$ cat src/rtl/tdes_job_sequencer_if.sv
// tdes_job_sequencer_if: register-write/FIFO-read bus from the AHB slave controller plus the 3DES core handshake.
// master: slave controller + core side (drives writes, pops, core_done/core_result)
// slave:  the job sequencer (drives FIFO status, busy/err and the core launch signals)
interface tdes_job_sequencer_if;
  logic        wr_en;
  logic [2:0]  wr_addr;
  logic [63:0] wr_data;
  logic        rd_en;
  logic [63:0] rd_data;
  logic        fifo_empty;
  logic        fifo_full;
  logic        busy;
  logic        err;
  logic        core_start;
  logic        core_encrypt;
  logic [63:0] core_data;
  logic [63:0] core_key1;
  logic [63:0] core_key2;
  logic [63:0] core_key3;
  logic        core_done;
  logic [63:0] core_result;
  modport master (
    output wr_en, wr_addr, wr_data, rd_en, core_done, core_result,
    input  rd_data, fifo_empty, fifo_full, busy, err,
           core_start, core_encrypt, core_data, core_key1, core_key2, core_key3
  );
  modport slave (
    input  wr_en, wr_addr, wr_data, rd_en, core_done, core_result,
    output rd_data, fifo_empty, fifo_full, busy, err,
           core_start, core_encrypt, core_data, core_key1, core_key2, core_key3
  );
endinterface

$ cat src/rtl/tdes_job_sequencer.sv
// tdes_job_sequencer: holds 3DES key/data registers, launches core jobs with a watchdog, queues results in a FWFT FIFO.
// Ports: HCLK (clock), HRESET (async active-low reset), bus (tdes_job_sequencer_if.slave: register writes,
//        FIFO pops/status, busy/err, core launch/result handshake).
// Optional: define TDES_AUTOSTART_EN to make an idle DATA write also launch a job.
module tdes_job_sequencer #(
  parameter int DEPTH   = 4,
  parameter int TIMEOUT = 64
) (
  input logic HCLK,
  input logic HRESET,
  tdes_job_sequencer_if.slave bus
);
  localparam int AW = $clog2(DEPTH);
  localparam int WW = $clog2(TIMEOUT);
  typedef enum logic [2:0] {IDLE, LAUNCH, WAIT, STORE, STALL} state_t;
  state_t        state;
  logic [WW-1:0] wd;
  logic [63:0]   result;
  logic [63:0]   mem [DEPTH];
  logic [AW-1:0] wp, rp;
  logic [AW:0]   cnt;
  logic          wr_ctrl, wr_reg, wr_bad, start_req, timeout, push, pop;

  assign wr_ctrl = bus.wr_en && bus.wr_addr == 3'd0;
  assign wr_reg  = bus.wr_en && bus.wr_addr != 3'd0 && bus.wr_addr <= 3'd4;
  assign wr_bad  = bus.wr_en && bus.wr_addr > 3'd4;
`ifdef TDES_AUTOSTART_EN
  assign start_req = (wr_ctrl && bus.wr_data[1]) || (bus.wr_en && bus.wr_addr == 3'd1);
`else
  assign start_req = wr_ctrl && bus.wr_data[1];
`endif
  assign timeout = state == WAIT && !bus.core_done && wd == WW'(TIMEOUT - 1);
  assign pop = bus.rd_en && cnt != '0;
  assign bus.fifo_empty = cnt == '0;
  assign bus.fifo_full  = cnt == (AW + 1)'(DEPTH);
  // A stalled result may go in on the same edge a pop frees its slot.
  assign push = (state == STORE && !bus.fifo_full) || (state == STALL && (!bus.fifo_full || pop));
  assign bus.busy = state != IDLE;
  assign bus.rd_data = mem[rp];

  always_ff @(posedge HCLK or negedge HRESET) begin
    if (!HRESET) begin
      state            <= IDLE;
      wd               <= '0;
      result           <= '0;
      bus.err          <= 1'b0;
      bus.core_start   <= 1'b0;
      bus.core_encrypt <= 1'b0;
      bus.core_data    <= '0;
      bus.core_key1    <= '0;
      bus.core_key2    <= '0;
      bus.core_key3    <= '0;
    end else begin
      bus.core_start <= 1'b0;
      if (wr_ctrl && !bus.busy) bus.core_encrypt <= bus.wr_data[0];
      if (wr_reg && !bus.busy && bus.wr_addr == 3'd1) bus.core_data <= bus.wr_data;
      if (wr_reg && !bus.busy && bus.wr_addr == 3'd2) bus.core_key1 <= bus.wr_data;
      if (wr_reg && !bus.busy && bus.wr_addr == 3'd3) bus.core_key2 <= bus.wr_data;
      if (wr_reg && !bus.busy && bus.wr_addr == 3'd4) bus.core_key3 <= bus.wr_data;
      // Any error event in the same cycle as a clear request wins.
      if (wr_bad || (wr_reg && bus.busy) || (start_req && bus.busy) || timeout) bus.err <= 1'b1;
      else if (wr_ctrl && bus.wr_data[2]) bus.err <= 1'b0;
      case (state)
        IDLE: if (start_req) begin
          state          <= LAUNCH;
          bus.core_start <= 1'b1;
        end
        LAUNCH: begin
          wd    <= '0;
          state <= WAIT;
        end
        WAIT: if (bus.core_done) begin
          result <= bus.core_result;
          state  <= STORE;
        end else if (timeout) state <= IDLE;
        else wd <= wd + 1'b1;
        STORE: state <= push ? IDLE : STALL;
        STALL: state <= push ? IDLE : STALL;
        default: state <= IDLE;
      endcase
    end
  end

  always_ff @(posedge HCLK or negedge HRESET) begin
    if (!HRESET) begin
      wp  <= '0;
      rp  <= '0;
      cnt <= '0;
      for (int i = 0; i < DEPTH; i++) mem[i] <= '0;
    end else begin
      if (push) begin
        mem[wp] <= result;
        wp      <= wp + 1'b1;
      end
      if (pop) rp <= rp + 1'b1;
      cnt <= cnt + (AW + 1)'(push) - (AW + 1)'(pop);
    end
  end
endmodule

$ cat src/flat_wrapper.sv
// flat-port wrapper written by rule: the top's interface ports become plain ports
module tdes_job_sequencer_flat 
#(
  parameter int DEPTH   = 4,
  parameter int TIMEOUT = 64
)
  (HCLK, HRESET, bus_wr_en, bus_wr_addr, bus_wr_data, bus_rd_en, bus_core_done, bus_core_result, bus_rd_data, bus_fifo_empty, bus_fifo_full, bus_busy, bus_err, bus_core_start, bus_core_encrypt, bus_core_data, bus_core_key1, bus_core_key2, bus_core_key3);
  tdes_job_sequencer_if bus_i ();
  input logic HCLK;
  input logic HRESET;
  input wire logic [$bits(bus_i.wr_en)-1:0] bus_wr_en;
  input wire logic [$bits(bus_i.wr_addr)-1:0] bus_wr_addr;
  input wire logic [$bits(bus_i.wr_data)-1:0] bus_wr_data;
  input wire logic [$bits(bus_i.rd_en)-1:0] bus_rd_en;
  input wire logic [$bits(bus_i.core_done)-1:0] bus_core_done;
  input wire logic [$bits(bus_i.core_result)-1:0] bus_core_result;
  output wire logic [$bits(bus_i.rd_data)-1:0] bus_rd_data;
  output wire logic [$bits(bus_i.fifo_empty)-1:0] bus_fifo_empty;
  output wire logic [$bits(bus_i.fifo_full)-1:0] bus_fifo_full;
  output wire logic [$bits(bus_i.busy)-1:0] bus_busy;
  output wire logic [$bits(bus_i.err)-1:0] bus_err;
  output wire logic [$bits(bus_i.core_start)-1:0] bus_core_start;
  output wire logic [$bits(bus_i.core_encrypt)-1:0] bus_core_encrypt;
  output wire logic [$bits(bus_i.core_data)-1:0] bus_core_data;
  output wire logic [$bits(bus_i.core_key1)-1:0] bus_core_key1;
  output wire logic [$bits(bus_i.core_key2)-1:0] bus_core_key2;
  output wire logic [$bits(bus_i.core_key3)-1:0] bus_core_key3;
  assign bus_i.wr_en = bus_wr_en;
  assign bus_i.wr_addr = bus_wr_addr;
  assign bus_i.wr_data = bus_wr_data;
  assign bus_i.rd_en = bus_rd_en;
  assign bus_i.core_done = bus_core_done;
  assign bus_i.core_result = bus_core_result;
  assign bus_rd_data = bus_i.rd_data;
  assign bus_fifo_empty = bus_i.fifo_empty;
  assign bus_fifo_full = bus_i.fifo_full;
  assign bus_busy = bus_i.busy;
  assign bus_err = bus_i.err;
  assign bus_core_start = bus_i.core_start;
  assign bus_core_encrypt = bus_i.core_encrypt;
  assign bus_core_data = bus_i.core_data;
  assign bus_core_key1 = bus_i.core_key1;
  assign bus_core_key2 = bus_i.core_key2;
  assign bus_core_key3 = bus_i.core_key3;
  tdes_job_sequencer #(.DEPTH(DEPTH), .TIMEOUT(TIMEOUT)) u_core (.HCLK(HCLK), .HRESET(HRESET), .bus(bus_i));
endmodule
$ cat config.mk
export PLATFORM = sky130hd
export DESIGN_NAME = tdes_job_sequencer_flat
export DESIGN_NICKNAME = d
export VERILOG_FILES = /design/src/rtl/tdes_job_sequencer_if.sv /design/src/rtl/tdes_job_sequencer.sv /design/src/flat_wrapper.sv
export SDC_FILE = /design/constraint.sdc
export NUM_CORES = 1
export LEC_CHECK = 0
export CORE_MARGIN = 5
export CORE_UTILIZATION = 30
export CTS_CLUSTER_DIAMETER = 50
export DETAILED_ROUTE_END_ITERATION = 6
export PLACE_DENSITY = 0.48
export SLEW_MARGIN = 25
export SYNTH_ARGS = -nofsm -noshare
export SYNTH_HDL_FRONTEND = slang
export SYNTH_SLANG_ARGS = --single-unit
$ cat constraint.sdc
create_clock -name HCLK -period 2.5 [get_ports HCLK]
set_input_delay 0.5 -clock HCLK [delete_from_list [all_inputs] [get_ports HCLK]]
set_output_delay 0.5 -clock HCLK [all_outputs]
set_load 0.005 [all_outputs]
==> summary.txt <==
Drt
  – Residual DRC: 0
  – Average vias per placed instance: 5.258
  – WL met2: 42550 um
  – M1 WL: 35350 um
  – DR WL met3: 9803 um
  – Wire per inst: between 20 and 25 um
  – Vias: between 15k and 20k
  – DRT iter0 DRCs: 1460
  – Routed Antenna Nets: 0
  – DRT Pass-1 Iters: 5
  – Total wire length: 90190 um
  – Max Used Layer: met5

Worst setup path
  – Max incr delay on CP: 0.48 ns
  – Required time of the critical path: 2.00 ns
  – R2R Setup Slk: 0.26 ns
  – Critical path, cell by cell: buf_12 > buf_12 > buf_16 > buf_6 > mux4_2 > buf_6
  – Crit Reg-Reg Endpoint: u_core.mem[168]$_DFFE_PN0P_
  – Crit Path Class: reg -> out
  – R2R cell count: 5
  – WP data arrival: 2.28 ns
  – Worst path slowest cell: dfrtp_4
  – Element type at the critical path end: primary output
  – Reg2reg start: u_core.state[0]$_DFFE_PN0P_
  – CP max FO: 8
  – Critical Path Start Type: flop

Logic synthesis
  – Largest cells by area after synthesis: dfrtp_1 (59%), mux2_2 (14%), o22ai_1 (6.3%), mux4_2 (5.7%), o21ai_0 (5.1%)
  – Synthesized area: approximately 0.025 sq mm
  – Seq/Total Area, Yosys: 0.5858
  – Leading area contributor after synthesis: dfrtp_1
  – Syn Inst Count: 2027
  – EDFF count, synth: 0
  – Post-Syn Area per Cell: 12.54 sq um
  – Syn nets: 2171
  – Primary FF master, synth: dfrtp_1
  – Top cell type's share of synthesized area: 0.5858
  – Post-synth ARST share: 1.000
  – Synth Register Bits: 595
  – Synth warn: 0
  – Distinct cell type count after synthesis: 47

Placed design
  – Detailed-placement wirelength estimate: 54510 um
  – GPL Wtd Cong: 0.7853
  – Port Buffer Count: approximately 460
  – DP Worst Slack: 0.02215 ns
  – Dpl cell area: around 0.032 sq mm

STA
  – Max-slew violations: 0
  – Unrepaired setup endpoints after global routing: true
  – Setup TNS: -9.802 ns
  – Final setup viols: 64
  – Final worst setup slack: -0.2753 ns
  – Slew @ Worst Pin: 0.9735 ns
  – Skew final: 0.02797 ns
  – Rel. slew slack: 0.3510
  – Endpoints failing hold: 0
  – FMAX: roughly 0.36 GHz
  – Tmin final: between 2 and 3 ns
  – Period Utilization, post-route: 1.110

Layout
  – Multi-input logic area: 0.009646 sq mm
  – Commonest cells after routing, fill and taps aside: dfrtp_1 (589), clkdlybuf4s50_1 (393), mux2_2 (321)
  – Commonest non-fill, non-tap cell in the layout: dfrtp_1
  – Share of cells above drive strength 1: 0.2907
  – Filler instances: 7880
  – Reg area: 0.01490 sq mm
  – # nets final: 2660
  – Synthesis-to-layout area growth: 38.78%
  – Cell area after layout: 0.03527 sq mm

Clock network
  – Clk pin slew, worst setup/hold paths: 0.06 ns
  – H-tree Lvls: 3
  – CTS max path bufs: 3
  – Root Buffer: clkbuf_16
  – TritonCTS clock tree: built
  – Clock latency on the worst-skew pair: 0.64 ns
  – Num CTS Buffers: 90
  – TritonCTS Sinks: 595

Hold path
  – HP Class: in -> async

Die
  – Die height: 301.1 um
  – Row count: 106
  – I/O Pins: 462
  – CORE AREA: 0.08382 sq mm
  – Chip width: 301.1 um
  – Die area: 0.09064 sq mm
  – Initial Utilization: 0.3032

Global route
  – Largest net degree at the start of global routing: 165
  – Total track usage: 0.1946
  – Number of global-route vias before repair: 20.73k
  – Grt total ovfl: 0
  – First-pass GRT wire length: 136100 um
  – Initial antenna violation count: 5

Status
  – Status: finished, violations left
  – Failing checks: setup timing

Flow run
  – Max-cap violation count: 0

Power and ir drop
  – Power, Total: 51400 uW
  – Max IR drop VDD: a little over 0.7 mV
  – Leakage Power: 0.01427 uW
  – PwrDens: 1457 mW/mm^2
==> per-stage QoR <==
stage                     hold slack [ns]  instances  utilization
final                              0.3852       3727       0.4208
after global routing               0.3774       3724       0.4207
after CTS                          0.3522       3722       0.4202
after detailed placement           0.4405       3521       0.3789
after global placement             0.4393       3521       0.3789
after floorplan                    0.2044       2027            -
==> layout make-up <==
class / count / area share
multi-input combinational: 1233 / 0.2735
clock inverter: 51 / 0.01749
inverter: 10 / 0.001064
tap: 1134 / 0.04023
antenna: 3 / 0.0002128
sequential: 595 / 0.4225
timing repair buffer: 586 / 0.1743
clock buffer: 115 / 0.07080
==> logic make-up after synthesis <==
kind of cell | Yosys count | share of synthesized area
AOI/OAI and AO/OA | 527 | 0.1177
DFF | 595 | 0.5858
adders and majority gates | 8 | 0.004233
muxes | 391 | 0.2013
and+or+nand+nor | 302 | 0.05036
buffers and inverters | 199 | 0.03889
xor gates and xnor gates | 5 | 0.001723
==> state kept, by name, indices dropped and copies added (netlist names), 3 cells and up <==
name	count
u_core.mem	256
u_core.bus.core_data	64
u_core.bus.core_key1	64
u_core.bus.core_key2	64
u_core.bus.core_key3	64
u_core.result	64
u_core.wd	6
u_core.cnt	3
u_core.state	3
==> cell usage after synthesis, types with 2 or more instances <==
cell type / n
dfrtp_1: 595
mux2_2: 321
nand2_1: 262
o21ai_0: 261
o22ai_1: 256
clkbuf_1: 104
mux4_2: 64
buf_2: 40
buf_6: 23
buf_1: 17
inv_1: 10
ha_1: 7
nand4b_1: 6
buf_4: 5
mux2i_1: 5
and4_1: 4
nor2_1: 4
nor3b_1: 4
xnor2_1: 4
and3_1: 2
nand2b_1: 2
nand3_1: 2
nand4_1: 2
nor4b_1: 2
o211ai_1: 2
or3b_2: 2
==> critical path, delay by kind of cell (launching register included) <==
kind	cells	cell delay (ns)
buf+inv	5	0.67
flops	1	0.48
mux	1	0.45
==> routing by layer <==
metal | up-vias | GRT usage
met3 | 154 | 0.07919
met2 | 939 | 0.3109
met4 | 2 | 0.05912
met5 | - | 0
met1 | 10090 | 0.2434
li1 | 8414 | -
==> report_power, final <==
group	internal (uW)	switching, uW	leakage, uW
combinational	11700	9150	0.00579
clock	7900	4930	0.00149
sequential	14500	3210	0.00698
total	34100	17300	0.0143
==> what timing repair did <==
| item | 4_1_cts | 5_1_grt |
|---|---|---|
| setup buffers | 28 | 7 |
| gates resized for setup | 312 | 18 |
| gates cloned | 6 | 1 |
| pin swaps | 2 | 0 |
| hold buffers | 1 | 0 |
| setup endpoints to repair | 67 | 64 |
| hold endpoints to repair | 29 | 0 |
==> how the worst max path moves through the flow <==
stage,slack [ns],start,to,cells past startpoint
2_1_floorplan,0.0001,u_core.cnt[1]$_DFF_PN0_,u_core.cnt[2]$_DFF_PN0_,11
6_report,-0.28,u_core.rp[0]$_DFFE_PN0P_,bus_rd_data[63],6
3_5_place_dp,0.02,bus_rd_en,u_core.cnt[2]$_DFF_PN0_,8
5_1_grt,-0.35,u_core.rp[0]$_DFFE_PN0P_,bus_rd_data[63],6
4_1_cts,-0.34,u_core.rp[0]$_DFFE_PN0P_,bus_rd_data[63],6
3_3_place_gp,-0.001,bus_rd_en,u_core.cnt[2]$_DFF_PN0_,8
Note: power is estimated with default switching activity, not from simulation.
